$ cat src/rtl/par_to_ser.sv
// -----------------------------------------------------------------------------
// par_to_ser
//
// Consumer end of the parallel nibble source. Each frame requests a word with
// a one-cycle ask_for_data pulse, waits DATA_WAIT cycles for the source to
// settle, captures the word, and then sends it MSB-first on a two-wire serial
// link (scl/sda). Each frame is bracketed by a start condition (sda falls
// while scl is high) and a stop condition (sda rises while scl is high).
//
// Frame timing in sclk cycles:
//   REQ(1) WAIT(DATA_WAIT) LOAD(1) START(2) BITS(2*DATA_W) [PARITY(2)]
//   STOP(3) DONE(1)
//
// Parameters:
//   DATA_W    - parallel word width and number of serial data bits per frame
//   DATA_WAIT - cycles from the end of the request pulse to the capture cycle;
//               the legal range is 1..15
//
// Ports:
//   sclk         in   system clock; all state changes on its rising edge
//   rst          in   synchronous active-low reset
//   en           in   run enable; a new frame starts only while high
//   data         in   parallel word from the source, sampled in LOAD only
//   ask_for_data out  registered one-cycle request pulse
//   scl          out  registered serial clock line
//   sda          out  registered serial data line
//   frame_done   out  registered one-cycle pulse once the stop completes
//
// Build option:
//   PAR_TO_SER_PARITY_EN - when defined, an extra 2-cycle bit slot after the
//                          last data bit carries the even parity (XOR) of the
//                          captured word.
// -----------------------------------------------------------------------------
module par_to_ser #(
    parameter int DATA_W    = 4,
    parameter int DATA_WAIT = 2
) (
    input  logic              sclk,
    input  logic              rst,
    input  logic              en,
    input  logic [DATA_W-1:0] data,
    output logic              ask_for_data,
    output logic              scl,
    output logic              sda,
    output logic              frame_done
);

    localparam int BIT_W = (DATA_W > 1) ? $clog2(DATA_W) : 1;

    // Reload values for the down-counters; both count to zero, so neither
    // can overflow for legal parameter values.
    localparam logic [3:0]       WAIT_LAST = 4'(DATA_WAIT - 1);
    localparam logic [BIT_W-1:0] BIT_LAST  = BIT_W'(DATA_W - 1);

    typedef enum logic [3:0] {
        S_IDLE,
        S_REQ,
        S_WAIT,
        S_LOAD,
        S_START,
        S_BITS,
`ifdef PAR_TO_SER_PARITY_EN
        S_PARITY,
`endif
        S_STOP,
        S_DONE
    } state_t;

    state_t            state;
    logic [DATA_W-1:0] shreg;      // captured word, MSB is the bit on the line
    logic [3:0]        wait_cnt;   // counts the WAIT cycles down to zero
    logic [1:0]        phase;      // sub-cycle inside START, a bit slot or STOP
    logic [BIT_W-1:0]  bit_cnt;    // data bits still to send, minus one
`ifdef PAR_TO_SER_PARITY_EN
    logic              parity_bit; // XOR of the captured word
`endif

    // The word as it looks after the next shift; its MSB is the next bit.
    logic [DATA_W-1:0] shreg_next;

    always_comb begin
        shreg_next = shreg << 1;
    end

    // Every output is a flop. The outputs for a state are loaded on the edge
    // that enters that state, so each line already shows the new state's
    // value during the state's first cycle and nothing on it is decoded
    // combinationally.
    always_ff @(posedge sclk) begin
        // NOTE: the shift register and counters are ordinary flops, so they
        // are reset along with the state; only RAM arrays are left unreset.
        if (!rst) begin
            state        <= S_IDLE;
            ask_for_data <= 1'b0;
            scl          <= 1'b1;
            sda          <= 1'b1;
            frame_done   <= 1'b0;
            shreg        <= '0;
            wait_cnt     <= '0;
            phase        <= '0;
            bit_cnt      <= '0;
`ifdef PAR_TO_SER_PARITY_EN
            parity_bit   <= 1'b0;
`endif
        end else begin
            // NOTE: non-blocking assignments throughout, so a later default
            // never races an earlier read within the same edge.
            // The two pulse outputs are low unless a branch below raises them.
            ask_for_data <= 1'b0;
            frame_done   <= 1'b0;

            case (state)
                S_IDLE: begin
                    scl <= 1'b1;
                    sda <= 1'b1;
                    if (en) begin
                        state        <= S_REQ;
                        ask_for_data <= 1'b1;
                    end
                end

                S_REQ: begin
                    state    <= S_WAIT;
                    wait_cnt <= WAIT_LAST;
                end

                S_WAIT: begin
                    if (wait_cnt == 4'd0) begin
                        state <= S_LOAD;
                    end else begin
                        wait_cnt <= wait_cnt - 4'd1;
                    end
                end

                S_LOAD: begin
                    // The only cycle in which data is sampled.
                    shreg      <= data;
`ifdef PAR_TO_SER_PARITY_EN
                    parity_bit <= ^data;
`endif
                    state      <= S_START;
                    phase      <= 2'd0;
                end

                S_START: begin
                    if (phase == 2'd0) begin
                        // sda falls while scl stays high: the start condition.
                        phase <= 2'd1;
                        sda   <= 1'b0;
                    end else begin
                        state   <= S_BITS;
                        phase   <= 2'd0;
                        bit_cnt <= BIT_LAST;
                        scl     <= 1'b0;
                        sda     <= shreg[DATA_W-1];
                    end
                end

                S_BITS: begin
                    if (phase == 2'd0) begin
                        scl   <= 1'b1;
                        phase <= 2'd1;
                    end else begin
                        // Falling scl: shift and present the next bit while
                        // scl is low.
                        shreg <= shreg_next;
                        phase <= 2'd0;
                        scl   <= 1'b0;
                        if (bit_cnt == '0) begin
`ifdef PAR_TO_SER_PARITY_EN
                            state <= S_PARITY;
                            sda   <= parity_bit;
`else
                            state <= S_STOP;
                            sda   <= 1'b0;
`endif
                        end else begin
                            bit_cnt <= bit_cnt - 1'b1;
                            sda     <= shreg_next[DATA_W-1];
                        end
                    end
                end

`ifdef PAR_TO_SER_PARITY_EN
                S_PARITY: begin
                    if (phase == 2'd0) begin
                        scl   <= 1'b1;
                        phase <= 2'd1;
                    end else begin
                        state <= S_STOP;
                        phase <= 2'd0;
                        scl   <= 1'b0;
                        sda   <= 1'b0;
                    end
                end
`endif

                S_STOP: begin
                    case (phase)
                        2'd0: begin
                            scl   <= 1'b1;
                            phase <= 2'd1;
                        end
                        2'd1: begin
                            // sda rises while scl is high: the stop condition.
                            sda   <= 1'b1;
                            phase <= 2'd2;
                        end
                        default: begin
                            state      <= S_DONE;
                            phase      <= 2'd0;
                            frame_done <= 1'b1;
                        end
                    endcase
                end

                S_DONE: begin
                    // Back-to-back frames go straight to the next request.
                    if (en) begin
                        state        <= S_REQ;
                        ask_for_data <= 1'b1;
                    end else begin
                        state <= S_IDLE;
                    end
                end

                default: begin
                    state <= S_IDLE;
                    scl   <= 1'b1;
                    sda   <= 1'b1;
                end
            endcase
        end
    end

endmodule

$ cat config.mk
export PLATFORM = sky130hd
export DESIGN_NAME = par_to_ser
export DESIGN_NICKNAME = d
export VERILOG_FILES = /design/src/rtl/par_to_ser.sv
export SDC_FILE = /design/constraint.sdc
export NUM_CORES = 1
export LEC_CHECK = 0
export CAP_MARGIN = 15
export CORE_MARGIN = 3
export CORE_UTILIZATION = 50
export CTS_CLUSTER_DIAMETER = 80
export CTS_CLUSTER_SIZE = 25
export DETAILED_ROUTE_END_ITERATION = 12
export PLACE_DENSITY = 0.73
export SLEW_MARGIN = 15
export SYNTH_ARGS = -nofsm -noshare
export SYNTH_HDL_FRONTEND = slang
export SYNTH_SLANG_ARGS = --single-unit
export TNS_END_PERCENT = 1
$ cat constraint.sdc
create_clock -name sclk -period 1.89 [get_ports sclk]
set_clock_uncertainty 0.2 [all_clocks]
set_input_delay 0.189 -clock sclk [delete_from_list [all_inputs] [get_ports sclk]]
set_output_delay 0.189 -clock sclk [all_outputs]
set_load 0.005 [all_outputs]
==> run summary, run 1 <==
Ratio of routed vias to standard cells: 5.611. In the final timing run, aggregate negative setup slack is 0 ns. The number of cell rows is 16. The run gives 0.001147 mm2 as the mapped cell area. The worst hold-check path type is in2reg. The setup check on the worst reg-to-reg path leaves a slack of 0.07 ns. Clock-pin slew was measured on the worst setup and hold paths at 0.11 ns. The endpoint identified for the worst register-to-register timing path is state[1]. The root buffer cell was sky130_fd_sc_hd__clkbuf_4.

The later-pin clock latency in the skew report was 0.30 ns; the post-synthesis share of cell area spent on and, or, nand and nor gates was 21.81%. Summed over all layers, the routed wires come to 2.531 mm. The global-route wire length before repair was 4.160 mm; the number of distinct standard cells referenced by the synthesized netlist was 46. The number of antenna diodes in the final layout is 0.

For hold timing, the worst endpoint is shreg[3]. The tools report the beginning of the worst register-to-register path as wait_cnt[1]. Once the floorplan was initialized, standard cells occupied 55.64% of the core. Entering global routing, the biggest net connects 13 pins. The clock passes through at most 2 buffers.

The number of global-route vias before repair is 940, and the synthesized netlist cell count is 131. The minimum period implied by the final worst setup slack works out to 1.819 ns. The run gives 0 as the final hold violation count. The count of flip-flops with a built-in enable after synthesis came out at 0.

Clock tree synthesis inserted a total of 3 buffers. The worst reg-to-reg path cell count is 6. The area growth from synthesis to layout is 30.10%. The tools report the utilization after layout as 72.39%.

Setup violations remaining at the end of the flow were counted as 0. STA classifies the critical path endpoint as a flop. After synthesis, the largest family of logic cells by area is compound AO/OA/AOI/OAI gates.

In the final design database the tool counted 173 nets. The die is 53.91 um tall. The portion of the clock cycle consumed by the worst path in the final layout was 96.26%; the total nets after synthesis was 145.

The power per unit of standard cell area came out at 1292 mW/mm2. The finished layout holds 185 standard cells, fillers aside. For this run, the top clock speed supported by timing is 0.5497 GHz. In this run the horizontal extent of the chip is 53.91 um. The tools report the required time at the worst-slack endpoint as 1.92 ns.

The routed layout has 1,038 vias. The worst ir drop on vdd came out at 1.091 mV. TritonCTS built the clock tree.

The share of synthesized area spent on multiplexers was 4.362%. The arrival time of data at the critical path endpoint was 1.85 ns; the number of synthesis warnings was 0. The share of the synthesized area in compound gates (AO/OA/AOI/OAI) was 22.46%. Maximum net fanout on the critical path: 4. The detail route stage leaves a number of antenna-violating nets equal to 0.

In the routed design, unresolved DRC markers number 0. The launch instance of the worst min-delay path is data[3]. The flip-flop and latch count after synthesis is 19. The run gives 0.001331 mm2 as the standard cell area after detailed placement. Setup repair after global routing could not meet its margin everywhere.

Startpoint class of the critical path: a flop. The type of the worst setup path is reg2reg. The xor and xnor area share after synthesis is 1.527%.

The logs give 0 for the reported max-cap violation count and 0 for the final number of max-transition violations. In the synthesized netlist the dominant register cell turns out to be sky130_fd_sc_hd__dfxtp_1. Summed over all cells, the static leakage comes to 0.5965 nW. The number of cells on the worst hold path is 3. The logs give 0.001493 mm2 for the area of all placed cells without fillers and 0 for the count of hold-fix buffers inserted at cts. For the area of the core region, the log shows 0.002062 mm2. Of the cells placed in the final design, the portion with a size suffix greater than 1 is 30.38%. The count of clock tree sinks was 19; the area share of fa/ha/maj cells after synthesis was 7.634%. The length of the first detailed-routing pass in iterations was 4.

For the pin with the worst max-slew slack, the measured transition is 0.4888 ns. The run gives 1.781 mm as the placed wire-length estimate. For the H-tree level count, the log shows 1. The logs give 0 for the residual overflow from global routing and 11 for the number of primary I/O pins. Counting tap cells, the placed design contains a total of 175 instances. Overall die area: 0.002906 mm2. The routed length per placed instance is 13.68 um. In the global route stage, overall resource usage came out at 19.46%.

The part of the Yosys area used for sequential elements came out at 33.15%. Iteration-0 DRC count of the detailed router: 20. The final weighted congestion in routability-driven placement was 0.8655.

Input and output buffers added on the ports amount to 10. The worst pin sits at a relative slew slack of 67.37%. Dividing the synthesized area by the synthesized cell count gives 8.758 um2. The flow ran to the end, and the final reports show no timing, DRC or antenna violations. The worst hold slack after final layout was 0.2427 ns. The share of async-settable or async-resettable flops after synthesis was 0%; the initial antenna violation count was 0.
-- cell usage after synthesis (2+ instances only) --
master	count	share of area, %
sky130_fd_sc_hd__a311oi_1	3	2.3
sky130_fd_sc_hd__nor3b_1	3	2.0
sky130_fd_sc_hd__o31ai_1	2	1.3
sky130_fd_sc_hd__nand3_1	5	2.2
sky130_fd_sc_hd__dfxtp_1	19	33
sky130_fd_sc_hd__inv_1	10	3.3
sky130_fd_sc_hd__mux2i_1	5	4.4
sky130_fd_sc_hd__nand2_1	17	5.6
sky130_fd_sc_hd__a21oi_1	3	1.3
sky130_fd_sc_hd__a211oi_1	4	2.6
sky130_fd_sc_hd__nor2_1	12	3.9
sky130_fd_sc_hd__or3_1	2	1.1
sky130_fd_sc_hd__ha_1	7	7.6
sky130_fd_sc_hd__o21ai_0	2	0.87
sky130_fd_sc_hd__buf_6	2	2.0
sky130_fd_sc_hd__xnor2_1	2	1.5
sky130_fd_sc_hd__a31oi_1	2	1.1
sky130_fd_sc_hd__clkbuf_2	2	0.87
sky130_fd_sc_hd__nand2b_1	2	1.1
-- worst max-delay path: stages, from the launching register on --
cell,delay (ns)
sky130_fd_sc_hd__dfxtp_2,0.35
sky130_fd_sc_hd__inv_2,0.06
sky130_fd_sc_hd__ha_4,0.12
sky130_fd_sc_hd__nor3b_4,0.27
sky130_fd_sc_hd__nor3b_4,0.09
sky130_fd_sc_hd__a2111oi_4,0.42
sky130_fd_sc_hd__mux2i_1,0.23
-- repair_timing --
item | in CTS | in global routing
gates resized for setup | 8 | 17
pin swaps | 2 | 4
buffers inserted | 0 | 6
gates cloned | 0 | 0
setup endpoints to repair | 6 | 13
-- sequential cells by signal, summed over array words and instances, names as in the netlist --
register / cells
shreg: 4
wait_cnt: 4
state: 3
bit_cnt: 2
phase: 2
ask_for_data: 1
frame_done: 1
scl: 1
sda: 1
-- cells in the final DEF (no fill, tap or decap), types with 2 or more instances in the layout --
cell type | Yosys | layout
sky130_fd_sc_hd__o21ai_0 | 2 | 2
sky130_fd_sc_hd__a31oi_1 | 2 | 2
sky130_fd_sc_hd__clkdlybuf4s50_1 | 0 | 10
sky130_fd_sc_hd__xnor2_1 | 2 | 2
sky130_fd_sc_hd__nor2_1 | 12 | 12
sky130_fd_sc_hd__buf_4 | 1 | 21
sky130_fd_sc_hd__ha_1 | 7 | 3
sky130_fd_sc_hd__nand2b_1 | 2 | 2
sky130_fd_sc_hd__or3_1 | 2 | 2
sky130_fd_sc_hd__nand3_1 | 5 | 5
sky130_fd_sc_hd__clkbuf_4 | 0 | 3
sky130_fd_sc_hd__dfxtp_1 | 19 | 15
sky130_fd_sc_hd__dfxtp_4 | 0 | 2
sky130_fd_sc_hd__a21oi_1 | 3 | 3
sky130_fd_sc_hd__nor3b_4 | 0 | 2
sky130_fd_sc_hd__a211oi_1 | 4 | 4
sky130_fd_sc_hd__inv_1 | 10 | 6
sky130_fd_sc_hd__a311oi_1 | 3 | 3
sky130_fd_sc_hd__mux2i_1 | 5 | 5
sky130_fd_sc_hd__a2111oi_2 | 1 | 2
sky130_fd_sc_hd__inv_2 | 0 | 4
sky130_fd_sc_hd__dfxtp_2 | 0 | 2
sky130_fd_sc_hd__ha_4 | 0 | 3
sky130_fd_sc_hd__nand2_1 | 17 | 17
-- worst max-delay path by stage --
| stage | slack (ns) | cells after the start | startpoint | to |
|---|---|---|---|---|
| floorplan | 0.01 | 7 | state[0] | state[0] |
| global placement | -0.02 | 6 | wait_cnt[0] | state[2] |
| detailed placement | -0.09 | 6 | wait_cnt[0] | state[0] |
| CTS | 0.02 | 6 | wait_cnt[0] | state[0] |
| global route | -0.06 | 6 | wait_cnt[0] | state[1] |
| finish | 0.07 | 6 | wait_cnt[1] | state[1] |
-- metal layers --
layer  vias up  share of wire, %  GRT usage [%]
met5         -                 0              0
met4         0              0.91          6.809
met3         2               3.6          3.601
met2        18                47          30.44
met1       493                48          26.52
li1        525                 -              -
-- where the power goes --
group | leakage (nW) | total [mW] | internal (mW) | switching, mW
sequential | 0.157 | 0.559 | 0.484 | 0.0748
clock | 0.0177 | 0.213 | 0.0790 | 0.134
combinational | 0.422 | 1.16 | 0.602 | 0.553
total | 0.596 | 1.93 | 1.17 | 0.762
-- cell families after synthesis --
kind of cell / Yosys count
DFF: 19
adders and majority gates: 7
xor gates and xnor gates: 2
buffers and inverters: 19
muxes: 5
AOI/OAI and AO/OA: 29
and+or+nand+nor: 50
-- stage by stage --
stage          power [mW]  setup slack (ns)
6_report            1.928           0.07070
5_1_grt             2.080          -0.05881
4_1_cts             1.672           0.01686
3_5_place_dp        1.416          -0.09387
3_3_place_gp        1.390          -0.02491
2_1_floorplan       1.176           0.01334
-- cell type report --
cell class                 count  area, um2
tap                           27      33.78
clock inverter                 1      5.005
clock buffer                   3      22.52
fill                         164      569.3
multi-input combinational     93      742.0
timing repair buffer          31      257.7
sequential                    19      390.4
inverter                      11      41.29
No activity file was read; power rests on OpenSTA's default activity.
==> run 2: changes to the inputs <==
Settings changed: CORE_ASPECT_RATIO set to 1.5.
==> run summary, run 2 (same netlist as run 1, synthesis figures left out) <==
In this run the register-to-register setup slack is 0.07 ns. Cells fill 71.49% of the core in the end. Wires add up to 2.708 mm. Die boundary height: 64.67 um. Subtracting the final worst setup slack from the clock period gives 1.821 ns.

The first global-routing pass estimated 4.236 mm of wire. Static timing analysis puts the maximum clock frequency at 0.5491 GHz. In this run the core area contains 20 standard-cell rows. The longest clock path from root to sink contains 2 buffers. The run gives 0.001355 mm2 as the standard cell area after detailed placement.

Max-cap violations in this run came to 0. The fraction of power spent switching nets works out to 39.30%. The arrival time of data at the critical path endpoint was 1.84 ns; the total design power was 1.980 mW. The run gives 0 as the number of nets with antenna violations after routing. The worst setup path is launched from a flop.

The run gives 0 as the initial antenna violation count. The first detailed-routing pass ran for 4 iterations. 0 antenna diodes ended up in the layout.

The worst register-to-register path has a depth of 8. Type of the worst setup path: reg2reg. During placement, the flow inserted port buffers numbering 10.

In this run the clock root is driven by a sky130_fd_sc_hd__clkbuf_4. The share of total power dissipated in sequential elements is 28.0%. Hold is met by 0.2470 ns. Commonest non-fill, non-tap cell in the layout: sky130_fd_sc_hd__buf_4. In this run, the clock network consumes 10.9% of the power. The area of the core region came out at 0.002102 mm2. The run gives 0 as the final hold violation count. The worst setup path is captured at a flop.

The post-route netlist has 34.16% of its cells at a drive strength greater than 1. The die is 45.11 um wide. Dividing the final minimum period by the clock period gives 96.37%. In this run the power spent charging and discharging nets is 0.7783 mW. The ratio of routed vias to standard cells came out at 5.787. The required time at the worst-slack endpoint is 1.90 ns, and the worst ir drop on vdd is 0.7814 mV. The clock-pin transition on the worst setup and hold timing paths was 0.11 ns.

The logs give 0 for the final number of max-transition violations and -0.07259 ns for the pre-CTS worst setup slack. The run finished with clean final reports. The transition time of the tightest slew-check pin came out at 0.4067 ns. Leaving out fill and tap cells, the most frequent cells in the layout are 24 x sky130_fd_sc_hd__buf_4, 17 x sky130_fd_sc_hd__nand2_1, 14 x sky130_fd_sc_hd__dfxtp_1. For the later-pin clock latency in the skew report, the log shows 0.31 ns.

Combinational cells account for 61.1% of the total power. Maximum net fanout on the critical path: 3. The final weighted congestion in routability-driven placement is 0.8076. Setup violations remaining at the end of the flow were counted as 0.

The tools report the largest net degree at the start of global routing as 14. The worst pin sits at a relative slew slack of 72.83%. The iteration-0 DRC count of the detailed router came out at 33.

TritonCTS built the clock tree. The worst hold path passes through 3 cells. The DRC violation count after routing was 0. For this design, the sink count on the clock tree is 19. The tools report the effective utilization at floorplan as 54.58%. The routed layout has 1,059 vias. The number of global-route vias before repair is 1,007.

The placed wire-length estimate was 1.914 mm; the area of all placed cells without fillers was 0.001503 mm2. In the final routed layout, each cell accounts on average for 14.80 um. The tools report the leakage dissipation as 0.6093 nW.

The die covers 0.002917 mm2. TritonCTS created 3 clock buffers. The number of primary I/O pins is 11, and the net total in the final layout is 176. Internal power comes to 1.202 mW. The growth of design area from synthesis to finish is 30.97%, and the residual overflow from global routing is 0. Setup slack closes at 0.06868 ns. The total global-route track usage was 19.41%.

Worst hold-check path type: in2reg. For the H-tree level count, the log shows 1. In the final layout, the registers with the most flip-flops are shreg (4), wait_cnt (4), state (3). Power per unit of standard cell area: 1318 mW/mm2.
## run 2: cell count changes in the layout (fill, tap and decap cells not counted), sizes merged
cell,delta
buf,+3
## run 2: per-stage QoR
stage                     setup TNS, ns  std cells
after floorplan                       0        131
after global placement         -0.05782        174
after detailed placement        -0.2005        174
after CTS                      -0.01474        178
after global routing           -0.01167        183
final                                 0        183
## run 2: critical path, cell delays in order (launching register included)
cell and delay, ns:
sky130_fd_sc_hd__dfxtp_2 0.35, sky130_fd_sc_hd__inv_2 0.06, sky130_fd_sc_hd__ha_2 0.16, sky130_fd_sc_hd__nor3b_4 0.23
sky130_fd_sc_hd__nor3b_4 0.08, sky130_fd_sc_hd__buf_4 0.14, sky130_fd_sc_hd__buf_4 0.12, sky130_fd_sc_hd__and2_1 0.15
sky130_fd_sc_hd__a211oi_1 0.23
## run 2: cell type report
type / instances / area [um2]
sequential: 19 / 389.1
clock inverter: 1 / 5.005
timing repair buffer: 34 / 280.3
fill: 155 / 599.3
tap: 22 / 27.53
multi-input combinational: 93 / 737.0
inverter: 11 / 41.29
clock buffer: 3 / 22.52
## run 2: final timing paths
kind / startpoint / to
max reg2reg: wait_cnt[0] / wait_cnt[0]
min: data[1] / shreg[1]
min reg2reg: state[1] / state[1]
max: wait_cnt[0] / wait_cnt[0]
## run 2: layer usage
layer / up-vias / global-route usage (%) / part of all wire, %
met2: 30 / 34.75 / 54
li1: 522 / - / -
met3: 9 / 3.056 / 4.0
met5: - / 0 / 0
met1: 498 / 19.93 / 39
met4: 0 / 11.36 / 2.5
## run 2: power by group through the flow
| stage | clock network (mW) | registers [mW] | logic, mW |
|---|---|---|---|
| finish | 0.217 | 0.554 | 1.21 |
| global route | 0.240 | 0.560 | 1.32 |
| CTS | 0.222 | 0.531 | 0.995 |
| detailed placement | 0 | 0.536 | 0.965 |
| global placement | 0 | 0.531 | 0.939 |
| floorplan | 0 | 0.520 | 0.655 |
## run 2: repair_timing
action / CTS / global route
buffers inserted: 0 / 5
hold buffers: 0 / 0
resized for setup: 6 / 21
setup endpoints to repair: 4 / 11
pin swaps: 2 / 5
==> run 3: changes to the inputs <==
Settings changed: CORE_UTILIZATION 50 to 44, PLACE_DENSITY 0.73 to 0.65.
==> run summary, run 3 (same netlist as run 1, synthesis figures left out) <==
The signal on the critical path passes through buf_4 -> ha_2 -> nor2_1 -> buf_4 -> a31oi_1 -> o31a_1. The DRC violation count after routing came out at 0. After global routing the overflow that remains totals 0. Sequential cells burn 27.2% of the power. The slowest stage cell on the critical path is sky130_fd_sc_hd__dfxtp_2. Number of primary I/O pins: 11. The final layout contains routed wiring with a total length of 2.603 mm. The filler cells instantiated in the layout total 210. Setup violations remaining at the end of the flow were counted as 0. The initial antenna violation count came out at 0. In this run the most critical hold path is launched from data[3].

The portion of the clock cycle consumed by the worst path in the final layout was 95.62%; the setup slack of the worst register-to-register path was 0.08 ns. The worst hold path terminates at shreg[3]. The effective utilization at floorplan is 46.31%, and the largest net degree at the start of global routing is 13. The total global-route track usage is 17.57%, and the area of the core region is 0.002477 mm2. From synthesis to final layout, the design area changed by 31.84%. Once detail routing completed, the nets flagged for antenna violations numbered 0.

Per report_power, the combinational group accounts for 62.4% of the total. Static timing analysis puts the maximum clock frequency at 0.5533 GHz. The largest single stage delay on the critical path is 0.35 ns. The reported net switching power was 0.7821 mW; the leakage dissipation was 0.6029 nW.

Summing over every cut layer, the via total after detailed routing is 1,022. In the final layout, the registers with the most flip-flops are shreg (4), wait_cnt (4), state (3). The final layout contains 175 nets. The run gives 0 as the final number of max-transition violations. Dividing the detail-routed wire length by the instance count gives 14.15 um. At the worst endpoint, the required time is 1.88 ns.

The worst register-to-register path ends at sda. The run finished with clean final reports. Across the run, the number of max-cap violations was 0. The worst ir drop on vdd is 0.8279 mV, and the number of global-route vias before repair is 958. For the internal power, the log shows 1.232 mW. Summing all non-filler instances in the final layout gives an area of 0.001513 mm2. The smallest clock period supported by the final layout is computed as 1.807 ns.

The H-tree level count was 1; the worst reg-to-reg path cell count was 6. The final hold violation count was 0. The setup path with the least slack is of type reg2reg.

The most numerous cell type found on the critical path is sky130_fd_sc_hd__buf_4. In this run, CTS created clock tree buffers numbering 3. The die covers 0.003269 mm2.

Root buffer cell: sky130_fd_sc_hd__clkbuf_4. Ratio of routed vias to standard cells: 5.554. Iteration-0 DRC count of the detailed router: 19. For the arrival time of data at the critical path endpoint, the log shows 1.80 ns. The startpoint identified for the worst register-to-register timing path is state[1]. The maximum net fanout on the critical path is 5. Overall power consumption after layout is estimated at 2.014 mW.

For the length of the first detailed-routing pass in iterations, the log shows 4. At the pin with the least slew margin, the transition time is 0.4554 ns. The power per unit of standard cell area is 1331 mW/mm2.

The longest clock path from root to sink contains 2 buffers. Fraction of power spent switching nets: 38.84%. The run gives 0.29 ns as the later-pin clock latency in the skew report.

TritonCTS built the clock tree. In this run the core area contains 22 standard-cell rows. Setup repair after global routing could not meet its margin everywhere. In this run, the clock network consumes 10.4% of the power.

Clock tree synthesis found a total of 19 sinks. The floorplan step set the die height to 68.54 um. Measured against its own limit, the worst slew margin works out to 69.60%. The global-route wire length before repair is 4.160 mm.

The library cells used most frequently in the layout, excluding fill and tap cells, are 23 x sky130_fd_sc_hd__buf_4, 17 x sky130_fd_sc_hd__nand2_1, 15 x sky130_fd_sc_hd__dfxtp_1. The number of I/O port buffers is 10. STA classifies the critical path endpoint as a flop.

The count of hold-fix buffers inserted at cts is 0, and the clock-pin transition on the worst setup and hold timing paths is 0.11 ns. At the end of routability-driven placement, the weighted congestion stood at 0.7516. Leaving out fill and tap cells, the most frequent cell in the layout is sky130_fd_sc_hd__buf_4. The worst hold-check path type is in2reg. On the final layout, the worst hold slack is 0.2580 ns.

Cells with a size suffix above 1 make up 31.25% of the layout. Floorplan die width: 47.70 um. For the number of antenna diodes, the log shows 0. For the standard cell area after detailed placement, the log shows 0.001343 mm2. STA classifies the critical path startpoint as a flop. The placed wire-length estimate came out at 1.906 mm. Counting instances, the worst hold path has a depth of 3.
==> run 3: worst max-delay path: cells and delay by family, from the launching register on <==
family                     cells  cell delay, ns
AOI/OAI and AO/OA              2            0.33
adders and majority gates      1            0.19
buffers and inverters          2            0.33
DFF                            1            0.35
and+or+nand+nor                1            0.30
==> run 3: area by class of cell <==
| cell class | count | area [um2] | share of cell area (%) |
|---|---|---|---|
| clock buffer | 4 | 26.28 | 1.737 |
| sequential | 19 | 387.9 | 25.64 |
| tap | 24 | 30.03 | 1.985 |
| timing repair buffer | 33 | 272.8 | 18.03 |
| inverter | 11 | 41.29 | 2.730 |
| multi-input combinational | 93 | 754.5 | 49.88 |
==> run 3: metrics by stage <==
stage	cells	utilization, %	setup TNS (ns)	setup WS, ns
2_1_floorplan	131	-	0	0.01334
3_3_place_gp	174	54.19	0	0.02954
3_5_place_dp	174	54.19	-0.1703	-0.06583
4_1_cts	180	56.77	0	0.02656
5_1_grt	184	61.06	-0.1404	-0.05765
6_report	184	61.06	0	0.08278
==> run 3: layer usage <==
| layer | wire [um] | up-vias | share of wire [%] | GRT usage, % |
|---|---|---|---|---|
| li1 | - | 527 | - | - |
| met1 | 1139 | 469 | 44 | 20.70 |
| met2 | 1344 | 20 | 52 | 29.47 |
| met3 | 57 | 6 | 2.2 | 3.117 |
| met4 | 61 | 0 | 2.3 | 8.418 |
| met5 | 0 | - | 0 | 0 |
==> run 3: worst max-delay path by stage <==
stage / slack [ns] / cells after the start / from / end
floorplan: 0.01 / 7 / state[0] / state[0]
global route: -0.06 / 7 / wait_cnt[0] / state[0]
CTS: 0.03 / 6 / state[1] / wait_cnt[2]
detailed placement: -0.07 / 6 / wait_cnt[0] / state[0]
finish: 0.08 / 6 / state[1] / sda
global placement: 0.03 / 6 / wait_cnt[0] / state[1]
==> run 3: power groups by stage <==
stage | Sequential, mW | Combinational, mW | Clock [mW]
floorplan | 0.520 | 0.655 | 0
global placement | 0.526 | 0.916 | 0
detailed placement | 0.531 | 0.937 | 0
CTS | 0.529 | 1.01 | 0.218
global route | 0.558 | 1.36 | 0.230
finish | 0.548 | 1.26 | 0.209
==> run 3: timing repair <==
item / in CTS / in global routing
setup buffers: 2 / 4
setup endpoints to repair: 3 / 8
gates resized for setup: 7 / 19
pin swaps: 2 / 6
